$ cat config.mk
export PLATFORM = sky130hd
export DESIGN_NAME = psw_unit_flat
export DESIGN_NICKNAME = d
export VERILOG_FILES = /design/src/rtl/psw_pkg.sv /design/src/rtl/psw_unit_if.sv /design/src/rtl/psw_trace_fsm.sv /design/src/rtl/psw_unit.sv /design/src/flat_wrapper.sv
export SDC_FILE = /design/constraint.sdc
export NUM_CORES = 1
export LEC_CHECK = 0
export ABC_CLOCK_PERIOD_IN_PS = 1150
export CORE_AREA = 4 4 41 43
export CTS_CLUSTER_DIAMETER = 60
export CTS_CLUSTER_SIZE = 28
export DETAILED_ROUTE_END_ITERATION = 10
export DIE_AREA = 0 0 45 47
export DONT_BUFFER_PORTS = 1
export PLACE_DENSITY = 0.67
export SYNTH_ARGS = -nofsm -noshare
export SYNTH_HDL_FRONTEND = slang
export SYNTH_HIERARCHICAL = 1
export SYNTH_SLANG_ARGS = --single-unit
export TNS_END_PERCENT = 5
$ cat constraint.sdc
create_clock -name clk -period 1.15 [get_ports clk]
set_input_delay 0.23 -clock clk [delete_from_list [all_inputs] [get_ports clk]]
set_output_delay 0.23 -clock clk [all_outputs]
set_load 0.005 [all_outputs]
$ cat src/rtl/psw_pkg.sv
// Shared constants for the PSW register and trace-trap sequencer.
package psw_pkg;

  localparam int unsigned PSW_C         = 0;
  localparam int unsigned PSW_V         = 1;
  localparam int unsigned PSW_Z         = 2;
  localparam int unsigned PSW_N         = 3;
  localparam int unsigned PSW_T         = 4;
  localparam int unsigned PSW_PRI_LSB   = 5;
  localparam int unsigned PSW_PMODE_LSB = 12;
  localparam int unsigned PSW_CMODE_LSB = 14;

  typedef enum logic [1:0] {
    MODE_KERNEL = 2'b00,
    MODE_SUPER  = 2'b01,
    MODE_USER   = 2'b11
  } psw_mode_e;

  localparam logic [12:0] PSW_ADDR = 13'o17776;

  typedef enum logic [1:0] {
    TR_IDLE,
    TR_INHIB,
    TR_PEND
  } trace_state_e;

endpackage

$ cat src/rtl/psw_unit_if.sv
// I/O-page write bus carrying the PSW decoder strobe, address and data.
interface psw_unit_if;
  logic        psw_io_wr;
  logic [12:0] iopage_addr;
  logic        iopage_byte_op;
  logic [15:0] data_in;

  modport master (output psw_io_wr, iopage_addr, iopage_byte_op, data_in);
  modport slave  (input  psw_io_wr, iopage_addr, iopage_byte_op, data_in);
endinterface

$ cat src/rtl/psw_trace_fsm.sv
// T-bit trace sequencer: raises trace_req after an instruction with T set,
// skipping exactly one boundary after RTT.
module psw_trace_fsm
  import psw_pkg::*;
(
  input  logic clk,
  input  logic reset,
  input  logic instr_done,
  input  logic rtt,
  input  logic trace_ack,
  input  logic t_bit,
  output logic trace_req
);

  trace_state_e state_q, state_d;

  always_ff @(posedge clk) begin
    if (reset) state_q <= TR_IDLE;
    else       state_q <= state_d;
  end

  always_comb begin
    state_d = state_q;
    unique case (state_q)
      TR_IDLE: begin
        if (rtt)                     state_d = TR_INHIB;
        else if (instr_done && t_bit) state_d = TR_PEND;
      end
      TR_INHIB: if (instr_done) state_d = TR_IDLE;
      TR_PEND:  if (trace_ack)  state_d = TR_IDLE;
      default:  state_d = TR_IDLE;
    endcase
  end

  assign trace_req = (state_q == TR_PEND);

endmodule

$ cat src/rtl/psw_unit.sv
// PDP-11 processor status word with trace-trap sequencing.
// PSW_PREV_MODE_EN enables the mode bits 15:12 and previous-mode tracking.
module psw_unit
  import psw_pkg::*;
(
  input  logic              clk,
  input  logic              reset,
  psw_unit_if.slave         bus,
  input  logic              cc_wr,
  input  logic [3:0]        cc_in,
  input  logic              psw_ld,
  input  logic [15:0]       psw_ld_data,
  input  logic              trap_entry,
  input  logic              rtt,
  input  logic              instr_done,
  input  logic              trace_ack,
  output logic [15:0]       psw,
  output logic [2:0]        ipl,
  output logic              trace_req
);

`ifdef PSW_PREV_MODE_EN
  localparam logic [15:0] STORED_MASK = 16'hF0FF;
  logic unused_bits;
  assign unused_bits = ^{bus.data_in[11:8], psw_ld_data[11:8]};
`else
  localparam logic [15:0] STORED_MASK = 16'h00FF;
  logic unused_bits;
  assign unused_bits = ^{bus.data_in[11:8], psw_ld_data[11:8], trap_entry};
`endif

  logic [15:0] psw_q, psw_d;
  logic        io_hit;

  assign io_hit = bus.psw_io_wr && (bus.iopage_addr[12:1] == PSW_ADDR[12:1]);

  // One source wins per cycle; losers are dropped. Masking last keeps
  // bits 11:8 (and the mode bits when disabled) at zero on every path.
  always_comb begin
    psw_d = psw_q;
    if (psw_ld) begin
      psw_d = psw_ld_data;
`ifdef PSW_PREV_MODE_EN
      if (trap_entry) psw_d[PSW_PMODE_LSB +: 2] = psw_q[PSW_CMODE_LSB +: 2];
`endif
    end else if (io_hit) begin
      if (!bus.iopage_byte_op || !bus.iopage_addr[0]) psw_d[7:0]   = bus.data_in[7:0];
      if (!bus.iopage_byte_op ||  bus.iopage_addr[0]) psw_d[15:12] = bus.data_in[15:12];
      psw_d[PSW_T] = psw_q[PSW_T];
    end else if (cc_wr) begin
      psw_d[PSW_N:PSW_C] = cc_in;
    end
    psw_d = psw_d & STORED_MASK;
  end

  always_ff @(posedge clk) begin
    if (reset) psw_q <= '0;
    else       psw_q <= psw_d;
  end

  assign psw = psw_q;
  assign ipl = psw_q[PSW_PRI_LSB +: 3];

  psw_trace_fsm u_trace (
    .clk        (clk),
    .reset      (reset),
    .instr_done (instr_done),
    .rtt        (rtt),
    .trace_ack  (trace_ack),
    .t_bit      (psw_q[PSW_T]),
    .trace_req  (trace_req)
  );

endmodule

$ cat src/flat_wrapper.sv
// flat-port wrapper written by rule: the top's interface ports become plain ports
module psw_unit_flat import psw_pkg::*;
  (clk, reset, cc_wr, cc_in, psw_ld, psw_ld_data, trap_entry, rtt, instr_done, trace_ack, psw, ipl, trace_req, bus_psw_io_wr, bus_iopage_addr, bus_iopage_byte_op, bus_data_in);
  psw_unit_if bus_i ();
  input  logic clk;
  input  logic reset;
  input  logic cc_wr;
  input  logic [3:0] cc_in;
  input  logic psw_ld;
  input  logic [15:0] psw_ld_data;
  input  logic trap_entry;
  input  logic rtt;
  input  logic instr_done;
  input  logic trace_ack;
  output logic [15:0] psw;
  output logic [2:0] ipl;
  output logic trace_req;
  input wire logic [$bits(bus_i.psw_io_wr)-1:0] bus_psw_io_wr;
  input wire logic [$bits(bus_i.iopage_addr)-1:0] bus_iopage_addr;
  input wire logic [$bits(bus_i.iopage_byte_op)-1:0] bus_iopage_byte_op;
  input wire logic [$bits(bus_i.data_in)-1:0] bus_data_in;
  assign bus_i.psw_io_wr = bus_psw_io_wr;
  assign bus_i.iopage_addr = bus_iopage_addr;
  assign bus_i.iopage_byte_op = bus_iopage_byte_op;
  assign bus_i.data_in = bus_data_in;
  psw_unit u_core (.clk(clk), .reset(reset), .bus(bus_i), .cc_wr(cc_wr), .cc_in(cc_in), .psw_ld(psw_ld), .psw_ld_data(psw_ld_data), .trap_entry(trap_entry), .rtt(rtt), .instr_done(instr_done), .trace_ack(trace_ack), .psw(psw), .ipl(ipl), .trace_req(trace_req));
endmodule
# Word level (Yosys, flattened, before mapping)

Cells that the tools add are included.

Register bits after elaboration: 18
Output and inout port bits: 20
Logic and storage cells: 34

Eq/ne operators: 7
Mux-type cells: 10
Reduce and logical (&&, ||, !) cells: 12

Operators by type and width:

| kind                   | count |
|---|---|
| $mux W8                | 2 |
| $eq A12 B12 Y1 const B | 1 |
| $mux W4                | 3 |
| $mux W2                | 4 |
| $ne A3 B3 Y1 const B   | 2 |
| $pmux W2 S3            | 1 |
| $ne A2 B2 Y1 const B   | 2 |
| $reduce_and A2 Y1      | 2 |
| $reduce_bool A2 Y1     | 2 |
| $reduce_and A3 Y1      | 1 |
| $reduce_bool A3 Y1     | 1 |
| $eq A2 B1 Y1 const B   | 1 |
| $eq A2 B2 Y1 const B   | 1 |
| $logic_and A1 B1 Y1    | 2 |
| $logic_not A1 Y1       | 2 |
| $logic_not A2 Y1       | 1 |
| $logic_or A1 B1 Y1     | 1 |

# Longest topological paths before layout

Word-level depth: 5
Depth in mapped cells: 5

# Modules after synthesis

Netlist, hierarchy kept.

Modules (own cells, without submodules):

| module        | instances | cells an instance | area an instance (um^2) | seq. area each (um^2) |
|---|---|---|---|---|
| psw_unit      | 1         | 65                | 561.8                   | 160.2 |
| psw_trace_fsm | 1         | 13                | 113.9                   | 40.0 |

# Worst setup path after synthesis

No wires, ideal clock.

Kind: input to register
Start: input port bus_iopage_addr[4]
End: register u_core.psw_q[5], in the netlist u_core/psw[5]
Arrival: 1.107 ns
Required time: 1.008 ns
Setup slack: -0.099 ns
Stages: 4
Path buffers: 0
Cell sequence: nand4_1 or4_1 o21ai_1 a311oi_1

Longest elaborated chain between the ends: 4

RTL lines:

| item                                | RTL line           | RTL |
|---|---|---|
| from (decl)                         | flat_wrapper.sv:19 | `input wire logic [$bits(bus_i.iopage_addr)-1:0] bus_iopage_addr;` |
| $eq A12 B12 Y1                      | psw_unit.sv:35     | `assign io_hit = bus.psw_io_wr && (bus.iopage_addr[12:1] == PSW_ADDR[12:1]);` |
| $logic_and A1 B1 Y1                 | psw_unit.sv:35     |  |
| $reduce_bool A2 Y1 (no source line) | --                 |  |
| $reduce_and A2 Y1 (no source line)  | --                 |  |
| to (signal assigned)                | psw_unit.sv:58     | `else psw_q <= psw_d;` |
| to (decl)                           | psw_unit.sv:32     | `logic [15:0] psw_q, psw_d;` |

No other way between the ends.
A chain may end at the register's enable or synchronous reset.

# Final worst setup path

Start: input port bus_iopage_addr[4]
End: register u_core.psw_q[6], in the netlist u_core/psw[6]

Same word-level chain as after synthesis.

==> impl.org <==
** Status
- The flow ran to the end, and the final reports show no timing, DRC or antenna violations.

** Yosys
- Syn. warnings :: 6
- Sequential elements use 29.63% of the synthesized area.
- The synthesized design spends more area on one cell type than any other, namely dfxtp_1.
- Leading post-synthesis cells by instance count :: buf_4 (12), dfxtp_1 (10), a311oi_1 (7), mux2i_1 (7)
- The number of different library cells used by synthesis comes to 24.
- Synth Instances :: 78
- Synthesis inferred 10 register bits.
- Post-Synthesis Mean Instance Area :: 8.662 um2
- By area the synthesized netlist is led by dfxtp_1 (30%), buf_4 (13%), mux2i_1 (10%), a311oi_1 (9.1%), a2111oi_0 (5.2%).
- Number of flops mapped to enable cells by yosys :: 0
- Yosys instantiated no cell more often than buf_4.
- Primary FF master, synth :: dfxtp_1
- The share of synthesized area in the top cell type comes to 29.63%.
- Netlist Area Pre-Place :: 675.6 um2
- After synthesis, the share of flip-flops with an asynchronous set or reset is 0%.

** Drt
- In the final routed layout, each cell accounts on average for 16.79 um.
- The first routing iteration left 6 violations.
- The routed design has about 1600 um of wire.
- The first detailed-routing pass took 3 iterations.
- Using the TritonRoute via totals, the vias-per-cell ratio works out to 6.096.
- Count of antenna-violating nets left after detailed routing :: 0
- Drt drc :: 0
- DR vias :: 573

** Clock network
- The root buffer cell chosen for the clock tree is clkbuf_4.
- Deepest clock path buffer count :: 2
- TritonCTS created 3 clock buffers.
- In this run the number of H-tree levels came out at 1.
- The clock drives 10 sinks.
- TritonCTS built the clock tree.
- At the later pin of the worst-skew pair, clock insertion delay measures 0.26 ns.
- Clock slew at the register clock pins of the worst setup and hold paths :: 0.07 ns

** Critical path
- The startpoint identified for the worst register-to-register timing path is u_core/psw[0].
- For the worst setup path, the data required time is ~1.3 ns.
- The critical path is of the primary input to flop type.
- Nature of the critical path endpoint :: flop
- Endpoint of the lowest-slack register-to-register path :: u_core/psw[0]
- Critical-path maximum fanout :: 3
- The setup check on the worst reg-to-reg path leaves a slack of 0.12 ns.
- Startpoint class of the critical path :: primary input
- Arrival time at the worst endpoint :: 1.19 ns
- Reg2reg path depth :: 3

** Timing
- Final Max Tran Viols :: 0
- Highest achievable clock rate :: about 930 MHz
- The clock arrives with 0.0002344 ns of skew.
- Final setup vio count :: 0
- Setup TNS :: 0 ns
- Number of hold violations in the final report :: 0
- After layout, the worst setup slack is 0.07549 ns.
- Final period util :: 93.44%
- Worst hold slack :: 0.02145 ns
- Clock period minus worst slack :: 1.075 ns
- Unrepaired setup endpoints after global routing :: true

** Pwr
- Total power of the final layout :: roughly 830 uW
- Power spread over the standard cell area amounts to 1179 mW/mm2.
- Total leakage power :: 0.2783 nW
- Highest ir drop seen on vdd :: 0.6658 mV

** Die
- X dimension of the die :: 45 um
- The core region is 0.001301 mm2.
- The floorplan step defined a die boundary enclosing 0.002115 mm2.
- Initial standard-cell utilization of the core :: 51.92%
- Row generation in the floorplan step produced 13 rows.
- Die boundary height :: 47 um
- In this run the count of I/O pins placed on the die edge is a little under 80.

** Place
- Number of input and output port buffers inserted :: 0
- Half-perimeter wire length after detailed placement :: 1266 um
- The congestion estimate from routability-driven global placement came to just over 0.7.
- Placement Cell Area :: 653.1 um2
- In this run, placement finished with an instance count of 90.
- OpenSTA, run right after detailed placement, puts the worst setup slack at -0.1413 ns.

** Layout
- Layout cells sized above 1 :: ~15%
- The number of antenna diodes in the final layout is 0.
- Area Growth Syn to Fin :: 3.889%
- Share of the core filled with cells :: 53.94%
- The finished cells cover 701.9 um2.
- Fill cells :: 119
- The final layout contains 139 nets.
- Excluding fillers, the count of instances in the completed layout stands at between 90 and 100.

** GRT
- Global-route wire length before repair :: 2497 um
- Overall routing resource usage :: 15.93%
- Global route overflow :: 0
- The initial antenna violation count was 0.
- The number of global-route vias before repair was 612.
- Pin count of the biggest net entering global routing :: 15

** Min path
- Counting instances, the worst hold path has a depth of 1.
- The worst hold path begins at reset.
- The min-delay analysis places its worst path in the category primary input to flop.
- For hold timing, the worst endpoint is u_core/u_trace/state_q[1].

** Flow run
- Across the run, the number of max-cap violations was 0.
## cell families (layout without fill, tap and decap cells)
| family | count (synthesis) | after routing | share of synthesized area [%] |
|---|---|---|---|
| AO/OA/AOI/OAI | 22 | 22 | 25.00 |
| buffers and inverters | 15 | 9 | 15.00 |
| flip-flops | 10 | 10 | 29.63 |
| multiplexers | 7 | 7 | 10.37 |
| other | 1 | 8 | 0.5550 |
| AND/OR/NAND/NOR | 23 | 23 | 19.45 |
## cell usage in the layout, fill, tap and decap left out, types with 2 or more instances in the layout
cell,instances
mux2i_1,7
a2111oi_1,2
o21bai_1,4
nand3_1,4
nor2b_1,5
inv_1,2
a21oi_1,2
buf_4,3
conb_1,8
nor2_1,5
clkbuf_4,3
o21ai_1,3
a311oi_1,7
dfxtp_1,9
nand4_1,2
a2111oi_0,2
## power by group
part	switching, mW	leakage [nW]	internal, mW
Combinational	0.0561	0.174	0.0556
Sequential	0.0263	0.0834	0.373
Clock	0.124	0.0210	0.192
## worst max-delay path, cell delays in order
cell,delay (ns)
nand4_1,0.15
or4_4,0.57
o21ai_1,0.14
a311oi_1,0.10
## worst max path at each step
stage	slack [ns]	start	end
6_report	0.08	bus_iopage_addr[4]	u_core/psw[6]
5_1_grt	-0.0006	u_core/psw[3]	u_core/psw[3]
4_1_cts	0.01	u_core/u_trace/state_q[0]	trace_req
3_5_place_dp	-0.14	bus_iopage_addr[4]	u_core/psw[6]
3_3_place_gp	-0.12	bus_iopage_addr[4]	u_core/psw[5]
2_1_floorplan	-0.08	bus_iopage_addr[4]	u_core/psw[5]
## routing by layer
metal	wire length (um)	track usage (%)
met1	642	16.51
met2	722	26.55
met3	204	8.812
met4	8	7.018
met5	0	0
## state kept, by name (all words and copies together), names as in the netlist
register                cells
u_core/psw                  8
u_core/u_trace/state_q      2
## repair_timing
item,in CTS,in global routing
hold endpoints to repair,0,0
hold buffers,0,0
setup buffers,0,0
setup endpoints to repair,0,4
resized for setup,0,4
## cell type report
class / instances / area, um2 / area share [%]
clock buffer: 4 / 36.28 / 5.169
inverter: 2 / 7.507 / 1.070
sequential: 10 / 201.4 / 28.70
multi-input combinational: 60 / 415.4 / 59.18
timing repair buffer: 3 / 22.52 / 3.209
tap: 15 / 18.77 / 2.674
Note: power is estimated with default switching activity, not from simulation.
